[src/rtl/demux_1a4_fase_pkg.sv]
// demux_1a4_fase_pkg: shared widths, lane count and slot encodings for the 1-to-4 deserializer
package demux_1a4_fase_pkg;
    localparam int BW_DEF = 8;
    localparam int CW_DEF = 8;
    localparam int LANES = 4;
    localparam logic [1:0] SLOT0 = 2'd0;
    localparam logic [1:0] SLOT1 = 2'd1;
    localparam logic [1:0] SLOT2 = 2'd2;
    localparam logic [1:0] SLOT3 = 2'd3;
endpackage

[src/rtl/demux_1a4_fase_if.sv]
// demux_1a4_fase_if: serial input stream (dataIn/validIn/sync) and parallel lane outputs (dataOut*, validOut*, frameStrobe, frameCount, slot)
interface demux_1a4_fase_if import demux_1a4_fase_pkg::*; #(
    parameter int BW = BW_DEF,
    parameter int CW = CW_DEF
);
    logic [BW-1:0] dataIn;
    logic          validIn;
    logic          sync;
    logic [BW-1:0] dataOut0, dataOut1, dataOut2, dataOut3;
    logic          validOut0, validOut1, validOut2, validOut3;
    logic          frameStrobe;
    logic [CW-1:0] frameCount;
    logic [1:0]    slot;
    modport master (
        output dataIn, validIn, sync,
        input  dataOut0, dataOut1, dataOut2, dataOut3,
        input  validOut0, validOut1, validOut2, validOut3,
        input  frameStrobe, frameCount, slot
    );
    modport slave (
        input  dataIn, validIn, sync,
        output dataOut0, dataOut1, dataOut2, dataOut3,
        output validOut0, validOut1, validOut2, validOut3,
        output frameStrobe, frameCount, slot
    );
endinterface

[src/rtl/demux_slot_ctr.sv]
// demux_slot_ctr: mod-4 slot counter with sync override; ports clk, reset, sync in; slot, s_eff, load out
module demux_slot_ctr import demux_1a4_fase_pkg::*; (
    input  logic       clk,
    input  logic       reset,
    input  logic       sync,
    output logic [1:0] slot,
    output logic [1:0] s_eff,
    output logic       load
);
    always_comb begin
        s_eff = sync ? SLOT0 : slot;
        load  = s_eff == SLOT3;
    end
    // counting from s_eff makes sync realign to slot 1 next, and is a no-op when already at slot 0
    always_ff @(posedge clk or posedge reset)
        if (reset) slot <= SLOT0;
        else slot <= s_eff + 2'd1;
endmodule

[src/rtl/demux_1a4_fase.sv]
// demux_1a4_fase: 1-to-4 byte deserializer; ports clk, reset, bus (slave: serial in, four registered lanes, frame strobe/count, slot)
module demux_1a4_fase import demux_1a4_fase_pkg::*; #(
    parameter int BW = BW_DEF,
    parameter int CW = CW_DEF
) (
    input  logic                 clk,
    input  logic                 reset,
    demux_1a4_fase_if.slave      bus
);
    logic [1:0]    slot, s_eff;
    logic          load;
    logic [BW-1:0] hold_d [3];
    logic [2:0]    hold_v;
    logic [BW-1:0] dout [LANES];
    logic [LANES-1:0] vout;
    logic          fs;
    logic [CW-1:0] fc;
    demux_slot_ctr u_ctr (
        .clk   (clk),
        .reset (reset),
        .sync  (bus.sync),
        .slot  (slot),
        .s_eff (s_eff),
        .load  (load)
    );
    always_ff @(posedge clk or posedge reset) begin
        if (reset) begin
            hold_v <= '0;
            vout   <= '0;
            fs     <= 1'b0;
            fc     <= '0;
            for (int n = 0; n < 3; n++) hold_d[n] <= '0;
            for (int n = 0; n < LANES; n++) dout[n] <= '0;
        end else begin
            fs <= load;
            if (load) begin
                // lane 3 bypasses the holding registers and loads straight from the input
                vout <= {bus.validIn, hold_v};
                for (int n = 0; n < 3; n++) if (hold_v[n]) dout[n] <= hold_d[n];
                if (bus.validIn) dout[3] <= bus.dataIn;
                if (fc != '1) fc <= fc + CW'(1);
                hold_v <= '0;
            end else begin
                hold_v[s_eff] <= bus.validIn;
                if (bus.validIn) hold_d[s_eff] <= bus.dataIn;
                // a realigning sync drops whatever partial frame was collected
                if (bus.sync) hold_v[2:1] <= '0;
            end
        end
    end
    assign bus.dataOut0    = dout[0];
    assign bus.dataOut1    = dout[1];
    assign bus.dataOut2    = dout[2];
    assign bus.dataOut3    = dout[3];
    assign bus.validOut0   = vout[0];
    assign bus.validOut1   = vout[1];
    assign bus.validOut2   = vout[2];
    assign bus.validOut3   = vout[3];
    assign bus.frameStrobe = fs;
    assign bus.frameCount  = fc;
    assign bus.slot        = slot;
endmodule

[src/flat_wrapper.sv]
// flat-port wrapper written by rule: the top's interface ports become plain ports
module demux_1a4_fase_flat import demux_1a4_fase_pkg::*;
#(
    parameter int BW = BW_DEF,
    parameter int CW = CW_DEF
)
  (clk, reset, bus_dataIn, bus_validIn, bus_sync, bus_dataOut0, bus_dataOut1, bus_dataOut2, bus_dataOut3, bus_validOut0, bus_validOut1, bus_validOut2, bus_validOut3, bus_frameStrobe, bus_frameCount, bus_slot);
  demux_1a4_fase_if #(.BW(BW), .CW(CW)) bus_i ();
  input  logic clk;
  input  logic reset;
  input wire logic [$bits(bus_i.dataIn)-1:0] bus_dataIn;
  input wire logic [$bits(bus_i.validIn)-1:0] bus_validIn;
  input wire logic [$bits(bus_i.sync)-1:0] bus_sync;
  output wire logic [$bits(bus_i.dataOut0)-1:0] bus_dataOut0;
  output wire logic [$bits(bus_i.dataOut1)-1:0] bus_dataOut1;
  output wire logic [$bits(bus_i.dataOut2)-1:0] bus_dataOut2;
  output wire logic [$bits(bus_i.dataOut3)-1:0] bus_dataOut3;
  output wire logic [$bits(bus_i.validOut0)-1:0] bus_validOut0;
  output wire logic [$bits(bus_i.validOut1)-1:0] bus_validOut1;
  output wire logic [$bits(bus_i.validOut2)-1:0] bus_validOut2;
  output wire logic [$bits(bus_i.validOut3)-1:0] bus_validOut3;
  output wire logic [$bits(bus_i.frameStrobe)-1:0] bus_frameStrobe;
  output wire logic [$bits(bus_i.frameCount)-1:0] bus_frameCount;
  output wire logic [$bits(bus_i.slot)-1:0] bus_slot;
  assign bus_i.dataIn = bus_dataIn;
  assign bus_i.validIn = bus_validIn;
  assign bus_i.sync = bus_sync;
  assign bus_dataOut0 = bus_i.dataOut0;
  assign bus_dataOut1 = bus_i.dataOut1;
  assign bus_dataOut2 = bus_i.dataOut2;
  assign bus_dataOut3 = bus_i.dataOut3;
  assign bus_validOut0 = bus_i.validOut0;
  assign bus_validOut1 = bus_i.validOut1;
  assign bus_validOut2 = bus_i.validOut2;
  assign bus_validOut3 = bus_i.validOut3;
  assign bus_frameStrobe = bus_i.frameStrobe;
  assign bus_frameCount = bus_i.frameCount;
  assign bus_slot = bus_i.slot;
  demux_1a4_fase #(.BW(BW), .CW(CW)) u_core (.clk(clk), .reset(reset), .bus(bus_i));
endmodule
[config.mk]
export PLATFORM = sky130hd
export DESIGN_NAME = demux_1a4_fase_flat
export DESIGN_NICKNAME = d
export VERILOG_FILES = /design/src/rtl/demux_1a4_fase_pkg.sv /design/src/rtl/demux_1a4_fase_if.sv /design/src/rtl/demux_slot_ctr.sv /design/src/rtl/demux_1a4_fase.sv /design/src/flat_wrapper.sv
export SDC_FILE = /design/constraint.sdc
export NUM_CORES = 1
export LEC_CHECK = 0
export ABC_CLOCK_PERIOD_IN_PS = 6600
export CAP_MARGIN = 10
export CORE_MARGIN = 1.5
export CORE_UTILIZATION = 45
export DETAILED_ROUTE_END_ITERATION = 10
export HOLD_SLACK_MARGIN = 0.1
export PLACE_DENSITY = 0.76
export SLEW_MARGIN = 40
export SYNTH_ARGS = -nofsm -noshare
export SYNTH_HDL_FRONTEND = slang
export SYNTH_SLANG_ARGS = --single-unit
[constraint.sdc]
create_clock -name clk -period 6.6 [get_ports clk]
set_input_delay 1.32 -clock clk [delete_from_list [all_inputs] [get_ports clk]]
set_output_delay 1.32 -clock clk [all_outputs]
set_load 0.02 [all_outputs]
# Word-level counts from Yosys, hierarchy flattened
# Index checks and enable logic that the tools add are counted.
# totals
reg_bits	74
# op_classes
bitwise	2
muxes	9
reduce_logical	8
n_eq_ne	2
magnitude_cmp	4
n_addsub	2
# ops
cell	count
bitwise mux 24 bit	1
demux 8 bit (select 2 bit)	1
AND reduction 2 bit	6
adder 8 x 1 -> 8 bit (second input constant)	1
two-way mux 8 bit	1
inequality test 8 bit (second input constant)	1
two-way mux 2 bit	2
bitwise mux 3 bit	1
>= comparator 3 bit (second input constant)	1
less-than comparator 2 x 3 -> 1 bit (second input constant)	1
less-than comparator 3 x 1 -> 1 bit (second input constant)	1
two-way mux 3 bit	1
inverter 2 -> 3 bit	1
adder 2 x 1 -> 2 bit (second input constant)	1
demux 1 bit (select 2 bit)	1
equality test 2 bit (second input constant)	1
>= comparator 2 x 1 -> 1 bit (second input constant)	1
logical AND 1 bit	2
two-way mux 1 bit	1
inverter 1 bit	1

# Depth between registers and ports, before layout
# Gate-level depths: netlist of the first run.
# depth
word_depth	8
mapped_depth	7
mapped_depth_nobuf	6

# Hierarchy
# Synthesis of the first run repeated with hierarchy kept, for this count alone.
# unflattened
cells_unflattened	197
area_unflattened_um2	2941.6
# modules_own_cells
module	cells_per_inst	n_inst	area_each_um2	seq_area_each_um2
demux_1a4_fase	188	1	2845.2	1801.7
demux_slot_ctr	9	1	96.3	50.0

# Worst setup path before layout of the first run
# No wires, ideal clock.
# synth_timing
kind	input to register
startpoint	input bus_sync
endpoint	register u_core.hold_d[16] (netlist name)
slack_ps	4040
arrival_ps	2435
n_path_buf	1
path_stages	7
t_required_ps	6475
path_cell_list	nand2b_1 inv_1 ha_1 nor2b_1 buf_4 nand2_4 mux2_2
# synth_via
word_cells_on_any_way	11
cone_classes	order compare: 2; eq/ne: 1; mux: 4; bitwise: 2; reduce/logical: 2
# synth_rtl
element	line	source
from (decl)	flat_wrapper.sv:13	input wire logic [$bits(bus_i.sync)-1:0] bus_sync;
two-way mux 2 bit	demux_slot_ctr.sv:11	s_eff = sync ? SLOT0 : slot;
equality test 2 bit	demux_slot_ctr.sv:12	load = s_eff == SLOT3;
named net u_core.load	demux_1a4_fase.sv:11	logic load;
inverter 1 bit (no line)	-	
AND reduction 2 bit (no line)	-	
to (signal, indexed assignment)	demux_1a4_fase.sv:45	if (bus.validIn) hold_d[s_eff] <= bus.dataIn;
to (decl)	demux_1a4_fase.sv:12	logic [BW-1:0] hold_d [3];
# The timed path passes the listed nets, and every way through them passes these cells.
# A chain may end at the register's enable or synchronous reset.

# Final worst setup path of the first run
# layout_timing
startpoint	input bus_sync
endpoint	register u_core.hold_d[13] (netlist name)
# Same word-level chain as after synthesis.

==> summary by stage, run 1 <==
Power and ir drop
Across the VDD grid, the largest voltage drop is 0.242 mV. Power spread over the standard cell area amounts to 363 nW/µm². Combinational logic is responsible for between 20% and 30% of the overall power. The register share of total power is between 40% and 50%. The internal power contribution is ~0.95 mW.

For this design the total switching power over the nets is 0.408 mW. The leakage dissipation is roughly 1.7 nW. The clock network fraction of total power is 24.4%. Net switching is between 20 and 30% of the power.

Setup path
The minimum setup slack among reg-to-reg paths is 4320 ps. The worst path arrival time is 3640 ps. The capture point of the worst reg-to-reg path is u_core.hold_d[13]$_DFFE_PP0P_.

The worst endpoint required time is ~6800 ps. The worst setup path is launched from an input port. The worst-path maximum fanout is 15. STA classifies the critical path endpoint as a flip-flop.

The startpoint identified for the worst register-to-register timing path is u_core.u_ctr.slot[1]$_DFF_PP0_. The critical path is of the input port to flip-flop type. The path depth of the worst reg2reg path is 6.

STA
The time the worst path needs with I/O delays and setup is 3420 ps. Summed over all failing endpoints, the final setup total negative slack is 0 ps. Setup repair after global routing left no endpoint under its margin. The final cycle utilization of the critical path is approximately half.

Across the routed clock network, the largest skew measured is roughly 8.1 ps. The number of pins exceeding their max-slew limit in the final report came to 0. For the pin with the worst max-slew slack, the measured transition is ~690 ps. The number of failing hold endpoints at the final stage was 0.

Static timing analysis puts the maximum clock frequency at slightly below 0.3 GHz. The slack of the critical path is around 3200 ps. The relative slew slack is 53.8%. Setup violations remaining at the end of the flow were counted as 0. Hold timing on the final database bottoms out at a slack of between 400 and 500 ps.

Global route
The total overflow left after global routing is 0. The number of antenna violations at the first check in global routing is 0. The first global-routing pass estimated approximately 8800 µm of wire.

The pin count of the biggest net entering global routing is between 70 and 80. The total global routing track utilization is 17.0%. The via count of the first global-routing pass is 1731.

Flow run
The number of maximum-capacitance violations is 0.

Clock network
The number of instances resized during post-cts repair is 0. The maximum clock path buffer count is 2. Once the clock tree was built, the setup fixing pass inserted 0 buffers.

TritonCTS created 9 clock buffers. The insertion delay of the later-clocked pin in the worst-skew pair is 340 ps. The total of hold buffers inserted after clock tree synthesis is 0. The cell sitting at the root of the clock tree is a clkbuf_8. CTS built an H-tree with a depth of 3. After clock tree synthesis, the clock-pin slew on the worst setup and hold paths is 70 ps. The count of clock tree sinks is 74. TritonCTS built the clock tree.

Die
The floorplan core area is roughly 6300 µm². Measured along the x axis, the die boundary spans 83.2 µm. The area enclosed by the die boundary is ~7000 µm². The die boundary height is just over 80 µm. The number of cell rows is 29. The starting density of the core is a little under half. During I/O placement, the number of pins put on the boundary was 59.

Synth
The register area share after synthesis is 64.0%. The number of synthesized flops with an enable pin is 0. Synthesis inferred 74 register bits.

The share of synthesized flip-flops with an asynchronous set or reset is 100%. In the synthesized netlist the dominant register cell turns out to be dfrtp_1. The synthesized netlist cell count is 192. dfrtp_1 takes more of the synthesized area than any other cell. The number of warnings issued by yosys is 0. The number of nets handed over by synthesis was 209. Sorting the synthesized cells by area gives the leading types as dfrtp_1, mux2_2, ha_1. The number of distinct library cell variants in the gate-level netlist after synthesis is 22. A synthesized cell averages 15.1 µm². The share of the synthesized area in the top cell type is 64.0%.

In this run the cell area of the synthesized design comes to 2890 µm².

Final layout
The count of non-filler cells in the finished layout is 342. The fraction of final layout cells with drive strength greater than 1 is 30.2%. The net count of the finished layout is approximately 280. The number of inserted diodes is 0.

For this run, the share of the core covered by cells in the final layout is around three fifths. The area added between synthesis and finish is 29.7%.

Min path
In this run the most critical hold path is launched from u_core.hold_v[0]$_DFFE_PP0P_. The cell depth of the worst hold path is 2. For hold timing, the worst endpoint is u_core.hold_v[0]$_DFFE_PP0P_. The path class of the tightest hold or removal check is flip-flop to flip-flop.

Route
The number of iterations in the first detailed-routing pass is 6. The overall routed net length is ~5400 µm. In the final routed layout, each cell accounts on average for roughly 16 µm. The final routed DRC violation total is 0. The initial DRC count is between 90 and 100. Once detail routing completed, the nets flagged for antenna violations numbered 0.

The final route contains 1708 vias. The detail-routed via count per cell is 4.99.

Placement
The estimated wirelength of the detail-placed design is around 3600 µm. Routability-driven placement finished with a final weighted congestion of a little over 0.8. Timing analysis after detailed placement gives a worst setup slack of between 2000 and 3000 ps. The count of input and output buffers is 58. The instance count after placement with tap cells included is 326.

Status
The run finished with clean final reports.
## how the worst max path moves through the flow
stage | startpoint | to | slack (ps) | cells past startpoint
after global routing | bus_sync | u_core.hold_d[13]$_DFFE_PP0P_ | 3000 | 7
after floorplan | reset | u_core.bus.dataOut0[0]$_DFFE_PP0P_ | 3400 | 1
after global placement | bus_sync | u_core.hold_d[0]$_DFFE_PP0P_ | 2950 | 7
final | bus_sync | u_core.hold_d[13]$_DFFE_PP0P_ | 3180 | 7
after detailed placement | bus_sync | u_core.hold_d[0]$_DFFE_PP0P_ | 2830 | 7
after CTS | bus_sync | u_core.hold_d[0]$_DFFE_PP0P_ | 3210 | 7
## stage by stage
step                      cell area, µm²  power [mW]
after detailed placement            3570        1.04
after CTS                           3750        1.38
after global routing                3750        1.44
after floorplan                     2890       0.851
after global placement              3560        1.03
final                               3750        1.36
## cell type report
type,instances,area (µm²)
flip-flops and latches,74,1850
clock inverters,6,57.6
inverters,8,30.0
repair buffers,59,592
fillers,503,2520
clock buffers,10,128
well taps,77,96.3
multi-input cells,108,997
## worst max-delay path, stage by stage
cell and delay, ps:
clkdlybuf4s50_1 530, nand2b_1 170, inv_1 80, ha_1 380, nor2b_1 620, nand2_4 190
mux2_1 350
## cells in the mapped netlist, types with 3 or more instances
master	n
a21oi_1	6
dfrtp_1	74
ha_1	5
inv_1	8
mux2_2	56
nand2_1	5
nand2_2	3
nand2_4	3
nand2b_1	3
nand3_1	3
nand4_1	4
o21ai_0	5
xor2_1	4
## power groups by stage
stage	Combinational [mW]	Sequential (mW)	Clock (mW)
finish	0.389	0.640	0.333
global route	0.415	0.655	0.366
CTS	0.395	0.642	0.342
detailed placement	0.393	0.650	0
global placement	0.385	0.647	0
floorplan	0.127	0.724	0
## cell families after synthesis
group,Yosys count,share of synthesized area [%]
flops,74,64.0
mux,58,22.6
simple gates,27,5.88
compound gates,13,2.33
buf+inv,10,1.56
xor+xnor,5,1.51
fa+ha+maj,5,2.16
## layer usage
layer / global-route usage [%] / wire length [µm] / up-vias
met5: 0 / 0 / -
met4: 9.09 / 127 / 0
met3: 5.47 / 223 / 10
met2: 24.8 / 2550 / 44
met1: 22.9 / 2460 / 843
li1: - / - / 811
## registers in the layout, indices dropped and copies added, names as in the netlist
signal                  count
u_core.bus.dataOut0         8
u_core.bus.dataOut1         8
u_core.bus.dataOut2         8
u_core.bus.dataOut3         8
u_core.bus.frameCount       8
u_core.bus.frameStrobe      1
u_core.hold_d              24
u_core.hold_v               3
u_core.u_ctr.slot           2
u_core.vout                 4
## placed cells by master (no fill, tap or decap)
cell / instances
nand2b_1: 3
and4_2: 1
clkbuf_1: 1
nor2b_1: 2
clkdlybuf4s50_1: 58
clkinv_2: 4
mux2_2: 56
nand3_1: 3
xnor2_1: 1
inv_1: 7
nand2_1: 5
mux2_1: 2
and3_1: 2
nand2_2: 3
inv_2: 1
nand4_1: 4
o21ai_1: 1
nand2_4: 3
nor3_1: 1
bufinv_16: 1
dfrtp_1: 74
a21oi_1: 6
o21ai_0: 5
clkinvlp_4: 1
buf_6: 1
clkbuf_8: 9
ha_1: 5
xor2_1: 4
a211oi_1: 1
(Power assumes the default switching activity.)
==> run 2, diff against run 1 <==
ABC_CLOCK_PERIOD_IN_PS = 3200   (was 6600)
clock period = 3.2 ns   (was 6.6 ns; I/O delays follow)
==> run 2 against run 1 <==
Via count grew 1.7%. Global-route usage grew 0.16 points. Non-clock buffer count grew 3. Wire length grew 2.0%. Total power grew 110%. Clock skew shrank 1.3 ps. Setup slack lost 2300 ps. Final area grew 0.60%. Die area is the same.
==> summary by stage, run 2 (synthesis results as in run 1) <==
Route
After detailed routing, the number of remaining DRC violations is 0. The count of nets left with antenna violations once routing finished came out at 0. After detailed routing, the number of vias per cell comes to roughly 5.0. The overall routed net length is about 5500 µm. The overall via count from detail_route is around 1700. In the final routed layout, each cell accounts on average for about 16 µm.

The detailed router finished its first iteration with 50 violations. The number of iterations in the first detailed-routing pass is 4.

Final layout
In the layout the commonest cells are dfrtp_1, clkdlybuf4s50_1, mux2_2. The fraction of final layout cells with drive strength greater than 1 is between 30% and 40%. Compared with the post-synthesis result, the final layout area differs by 30.4%. The final cell utilization of the core is between 60 and 70%.

The post-layout net count is 280. The register with the most flip-flops in the layout has 24 of them. The number of antenna diodes in the final layout is 0. The register ranked first by flip-flop count is u_core.hold_d. The most frequent standard cell in the layout excluding fill and tap cells is dfrtp_1.

Setup path
Setup slack on the worst reg-to-reg path comes out at approximately 1300 ps. The kind of critical path is input port to flip-flop. The endpoint type of the worst setup path is a flip-flop. The capture point of the worst reg-to-reg path is u_core.bus.frameCount[6]$_DFFE_PP0P_.

Data on the critical path is required at its endpoint by around 3400 ps. The reg-to-reg startpoint is u_core.u_ctr.slot[0]$_DFF_PP0_. The critical path goes through clkdlybuf4s50_1 > nand2b_1 > inv_1 > ha_1 > buf_4 > nand2_2 > mux2_2.

The number of cells on the worst reg-to-reg path is 6. The largest single stage delay on the critical path is roughly 520 ps. STA classifies the critical path startpoint as an input port. The worst-path maximum fanout is 9. Among all stages on the critical path, the largest delay is contributed by clkdlybuf4s50_1.

Data arrives at the worst endpoint at ~2600 ps.

Global route
The number of antenna violations at the first check in global routing is 0. The total congestion overflow after global routing is 0. The via count of the first global-routing pass is ~1800. The first global-routing pass estimated around 9000 µm of wire. The pin count of the biggest net entering global routing is 31. Across every metal layer, demand over resource in global routing totals between 10% and 20%.

Min path
The worst min-delay path category is flip-flop to flip-flop. The cell depth of the worst hold path is 2. The startpoint identified for the worst hold timing path is u_core.hold_v[0]$_DFFE_PP0P_.

The worst hold path terminates at u_core.hold_v[0]$_DFFE_PP0P_.

STA
Setup repair after global routing left no endpoint under its margin. The relative slew slack is 59.8%. The post-route setup TNS is 0 ps.

The clock tree skew after final layout is 6.71 ps. The number of failing hold endpoints at the final stage is 0. The number of pins exceeding their max-slew limit in the final report was 0. Setup violations remaining at the end of the flow were counted as 0.

The time the worst path needs with I/O delays and setup is approximately 2300 ps. The maximum clock frequency is 0.430 GHz. Hold is met by between 400 and 500 ps. The slew at the pin with the worst max-slew slack is 602 ps.

The final critical path takes up slightly above 70% of the cycle.

Power and ir drop
The total power divided by cell area is around 740 nW/µm². The largest vdd supply drop is around 0.45 mV. The leakage dissipation is between 1.5 and 2 nW.

Die
59 I/O pins were placed. The area enclosed by the die boundary is 6920 µm². For this configuration, the core starts out at a cell density of 46.1%. The floorplan core area is ~6300 µm². The die boundary height is 83.2 µm.

The floorplan has 29 rows. The horizontal extent of the die is around 83 µm.

Clock network
The number of instances resized during post-cts repair is 0. Clock latency on the worst-skew pair, taken at its later pin, is between 300 and 400 ps. Clock tree synthesis found a total of 74 sinks. TritonCTS built the clock tree. The level count of the clock H-tree is 3. Clock-pin slew was measured on the worst setup and hold paths at around 70 ps.

The tree is rooted in a clkbuf_8. After clock tree synthesis, the setup repair step added 0 buffers. The total of hold buffers inserted after clock tree synthesis is 0. In this run, CTS created clock tree buffers numbering 9. The maximum clock path buffer count is 2.

Placement
The estimated wirelength of the detail-placed design is around 3700 µm. In this run the tool buffered the top-level ports with 58 buffer cells. Routability-driven placement finished with a final weighted congestion of around 0.81.

Status
The flow ran to the end, and the final reports show no timing, DRC or antenna violations.

Flow run
The number of maximum-capacitance violations is 0.
run 2: report_power, final:
group	switching, mW	leakage (nW)	total (mW)	internal, mW
Sequential	0.155	0.941	1.33	1.18
Combinational	0.362	0.708	0.802	0.440
Clock	0.348	0.0919	0.674	0.326
run 2: stage by stage:
| step | cells | area, µm² | worst slack [ps] | power (mW) |
|---|---|---|---|---|
| floorplan | 192 | 2890 | 678 | 1.75 |
| global placement | 329 | 3590 | 570 | 2.14 |
| detailed placement | 329 | 3590 | 518 | 2.16 |
| CTS | 345 | 3770 | 880 | 2.84 |
| global route | 345 | 3770 | 747 | 2.95 |
| finish | 345 | 3770 | 873 | 2.81 |
run 2: area by class of cell:
type                    instances  area (µm²)
fillers                       528        2500
flip-flops and latches         74        1850
multi-input cells             108         997
repair buffers                 62         611
clock buffers                  11         151
well taps                      77        96.3
clock inverters                 5        37.5
inverters                       8        30.0
run 2: worst max-delay path: cells and delay by family:
family                     cells  cell delay (ps)
adders and majority gates      1              310
and+or+nand+nor                2              420
muxes                          1              370
buffers and inverters          3              810
run 2: how the worst max path moves through the flow:
stage / start / to / slack, ps / depth (start not counted)
after floorplan: reset / u_core.bus.dataOut0[0]$_DFFE_PP0P_ / 680 / 1
after global placement: bus_sync / u_core.bus.dataOut3[6]$_DFFE_PP0P_ / 570 / 7
after detailed placement: bus_sync / u_core.bus.dataOut3[6]$_DFFE_PP0P_ / 520 / 7
after CTS: bus_sync / u_core.bus.dataOut3[0]$_DFFE_PP0P_ / 880 / 7
after global routing: bus_sync / u_core.bus.frameCount[6]$_DFFE_PP0P_ / 750 / 8
final: bus_sync / u_core.bus.dataOut3[6]$_DFFE_PP0P_ / 870 / 7
run 2: routing by layer:
layer	global-route usage [%]	share of wire, %
met1	22.9	45
met2	27.0	49
met4	6.36	1.3
met3	5.07	5.0
met5	0	0
==> run 3, diff against run 2 <==
ABC_CLOCK_PERIOD_IN_PS = 2000   (was 3200)
PLACE_DENSITY = 0.79   (was 0.76)
clock period = 2 ns   (was 3.2 ns; I/O delays follow)
==> run 3 against run 2 <==
Total power up 65%. Combinational power increased by 65%. Sequential share of layout area shrank 2.1 points. Largest power group unchanged.
==> summary by stage, run 3 (synthesis results as in run 1) <==
Status
The run finished with clean final reports.

Global route
The pin count of the biggest net entering global routing is 26. Global routing consumed, over all layers together, between 10% and 20% of the routing resources. The number of antenna violations at the first check in global routing was 0. The via count of the first global-routing pass is slightly below 2000. The first global-routing pass estimated a little under 10000 µm of wire. Summed over all layers, the global routing overflow is 0.

Power and ir drop
The total power divided by cell area is approximately 1200 nW/µm². Across the VDD grid, the largest voltage drop is between 0.6 and 0.7 mV. For this design the total switching power over the nets is around 1.4 mW.

The register share of total power is between 40% and 50%. Per report_power, the combinational group accounts for 28.5% of the total. The switching power share of the total is between 20% and 30%. The internal power contribution is between 3 and 4 mW. The clock network fraction of total power is between 20% and 30%.

The leakage dissipation is about 1.8 nW.

Clock network
The count of clock tree sinks is 74. Counting the buffers created by CTS gives 9. The level count of the clock H-tree is 3. The clock tree from TritonCTS is yes.

The later pin in the worst-skew pair is clocked with a latency of 340 ps. The number of setup buffers added after CTS is 0. After clock tree synthesis, the repair step resized 0 gates.

The number of hold buffers added after CTS was 0. The root buffer cell chosen for the clock tree is clkbuf_8. The clock passes through at most 2 buffers.

After clock tree synthesis, the clock-pin slew on the worst setup and hold paths is 80 ps.

Placement
Detailed placement ended at an HPWL of about 4200 µm. OpenSTA, run right after detailed placement, puts the worst setup slack at -237 ps. The instance count after placement with tap cells included is about 340. The congestion estimate from routability-driven global placement came to about 0.80. The count of input and output buffers is slightly below 60.

Setup path
Data on the critical path arrives at its endpoint at around 2100 ps. The setup path with the least slack is of type input port to flip-flop. The highest-delay cell along the critical path is clkdlybuf4s50_1.

The critical path contains buffers and inverters numbering 4 combined. On the worst path, the slowest cell contributes a delay of about 530 ps. The endpoint type of the worst setup path is a flip-flop. Data on the critical path is required at its endpoint by about 2200 ps.

The worst-path maximum fanout is 7. The reg-to-reg startpoint is u_core.u_ctr.slot[0]$_DFF_PP0_. The worst setup path is launched from an input port. The worst register-to-register path has a depth of 6. The cell occurring most often along the worst timing path is buf_4. Walking the worst path, the cells encountered are clkdlybuf4s50_1 > nand2b_1 > inv_1 > ha_1 > buf_4 > nand2_2 > buf_4 > mux2_2. Among cell families on the critical path, the largest total delay comes from buffers and inverters. The endpoint identified for the worst register-to-register timing path is u_core.bus.dataOut3[0]$_DFFE_PP0P_. The minimum setup slack among reg-to-reg paths is just over 300 ps.

Route
After detailed routing, the number of vias per cell comes to 5.09. The highest layer touched by signal routing is met4. The number of iterations in the first detailed-routing pass is 4. The detailed router put a total of roughly 2600 µm of wire on met1.

The final routed DRC violation total is 0. Dividing the detail-routed wire length by the instance count gives ~16 µm. Wires add up to between 5000 and 6000 µm.

The initial DRC count is around 110. The count of nets left with antenna violations after detail routing is 0. The overall via count from detail_route is roughly 1800. The met3 wirelength from detailed routing is ~140 µm. The met2 layer wire length in the routed design is 2830 µm.

Final layout
In the final layout, the share of cells above drive strength 1 is around a third. The top cell types in the final layout, fill and taps aside, are dfrtp_1, clkdlybuf4s50_1, mux2_2. After filler insertion, the fill cell instance count of the layout stands at between 400 and 500. The post-layout net count is ~290. The register with the most flip-flops in the final layout is u_core.hold_d.

0 antenna diodes ended up in the layout. The most frequent standard cell in the layout excluding fill and tap cells is dfrtp_1. The register with the most flip-flops in the layout has 24 of them.

The count of non-filler cells in the finished layout is 358. The area growth from synthesis to layout is 36.4%.

Die
The starting density of the core is 46.1%. The floorplan core area is about 6300 µm². The die boundary height is 83.2 µm. The area enclosed by the die boundary is between 6000 and 7000 µm².

The horizontal extent of the die is 83.2 µm. The number of cell rows is 29. The I/O pin count is 59.

STA
For the final routed database, the setup TNS stands at 0 ps. The maximum clock frequency is ~0.52 GHz. The number of pins exceeding their max-slew limit in the final report is 0. The worst pin sits at a relative slew slack of between 70 and 80%. At the pin with the least slew margin, the transition time is ~330 ps. The final cycle utilization of the critical path is 95.2%. Setup repair after global routing left no endpoint under its margin.

On the final layout, the worst clock skew is 5.60 ps. On the final layout, the worst hold slack is 374 ps. The number of setup violations in the final report is 0. Once routing completed, OpenROAD measured the worst setup slack at 95.1 ps.

The time the worst path needs with I/O delays and setup is between 1500 and 2000 ps. The number of failing hold endpoints at the final stage came to 0.

Flow run
The number of maximum-capacitance violations is 0.

Min path
The path class of the tightest hold or removal check is input port to async pin.
[run 3: cell types whose count changed in the layout (fill, tap and decap cells not counted), sizes merged]
cell | previous run | this run
buf | 4 | 17
bufinv | 0 | 1
clkinvlp | 2 | 3
inv | 9 | 7
[run 3: layout make-up]
class / instances / area [µm²] / area share [%]
Clock buffer: 11 / 151 / 3.84
Clock inverter: 5 / 62.6 / 1.59
Inverter: 8 / 33.8 / 0.856
Multi-Input combinational cell: 108 / 1000 / 25.5
Sequential cell: 74 / 1850 / 46.9
Tap cell: 77 / 96.3 / 2.44
Timing Repair Buffer: 75 / 746 / 18.9
[run 3: power groups by stage]
| stage | logic (mW) | registers, mW | clock network [mW] |
|---|---|---|---|
| 6_report | 1.32 | 2.12 | 1.20 |
| 5_1_grt | 1.40 | 2.18 | 1.32 |
| 4_1_cts | 1.34 | 2.12 | 1.23 |
| 3_5_place_dp | 1.34 | 2.15 | 0 |
| 3_3_place_gp | 1.30 | 2.13 | 0 |
| 2_1_floorplan | 0.420 | 2.39 | 0 |
[run 3: worst max-delay path by stage]
stage | slack [ps] | from | cells past startpoint | to
global route | 50 | bus_sync | 8 | u_core.bus.dataOut0[5]$_DFFE_PP0P_
floorplan | 290 | u_core.u_ctr.slot[0]$_DFF_PP0_ | 6 | u_core.hold_d[16]$_DFFE_PP0P_
finish | 100 | bus_sync | 8 | u_core.bus.dataOut3[0]$_DFFE_PP0P_
global placement | -210 | bus_sync | 8 | u_core.bus.dataOut3[0]$_DFFE_PP0P_
CTS | 110 | bus_sync | 8 | u_core.bus.dataOut3[0]$_DFFE_PP0P_
detailed placement | -240 | bus_sync | 8 | u_core.bus.dataOut3[0]$_DFFE_PP0P_
[run 3: metal layers]
metal	GRT usage [%]	up-vias
met1	25.0	930
met3	3.78	12
li1	-	843
met4	8.79	0
met2	28.2	38
met5	0	-
[run 3: metrics by stage]
step	utilization (%)	instance area [µm²]	total power, mW
after global routing	62.9	3950	4.90
final	62.9	3950	4.64
after detailed placement	59.3	3720	3.49
after global placement	59.3	3720	3.43
after CTS	62.7	3940	4.70
after floorplan	-	2900	2.81
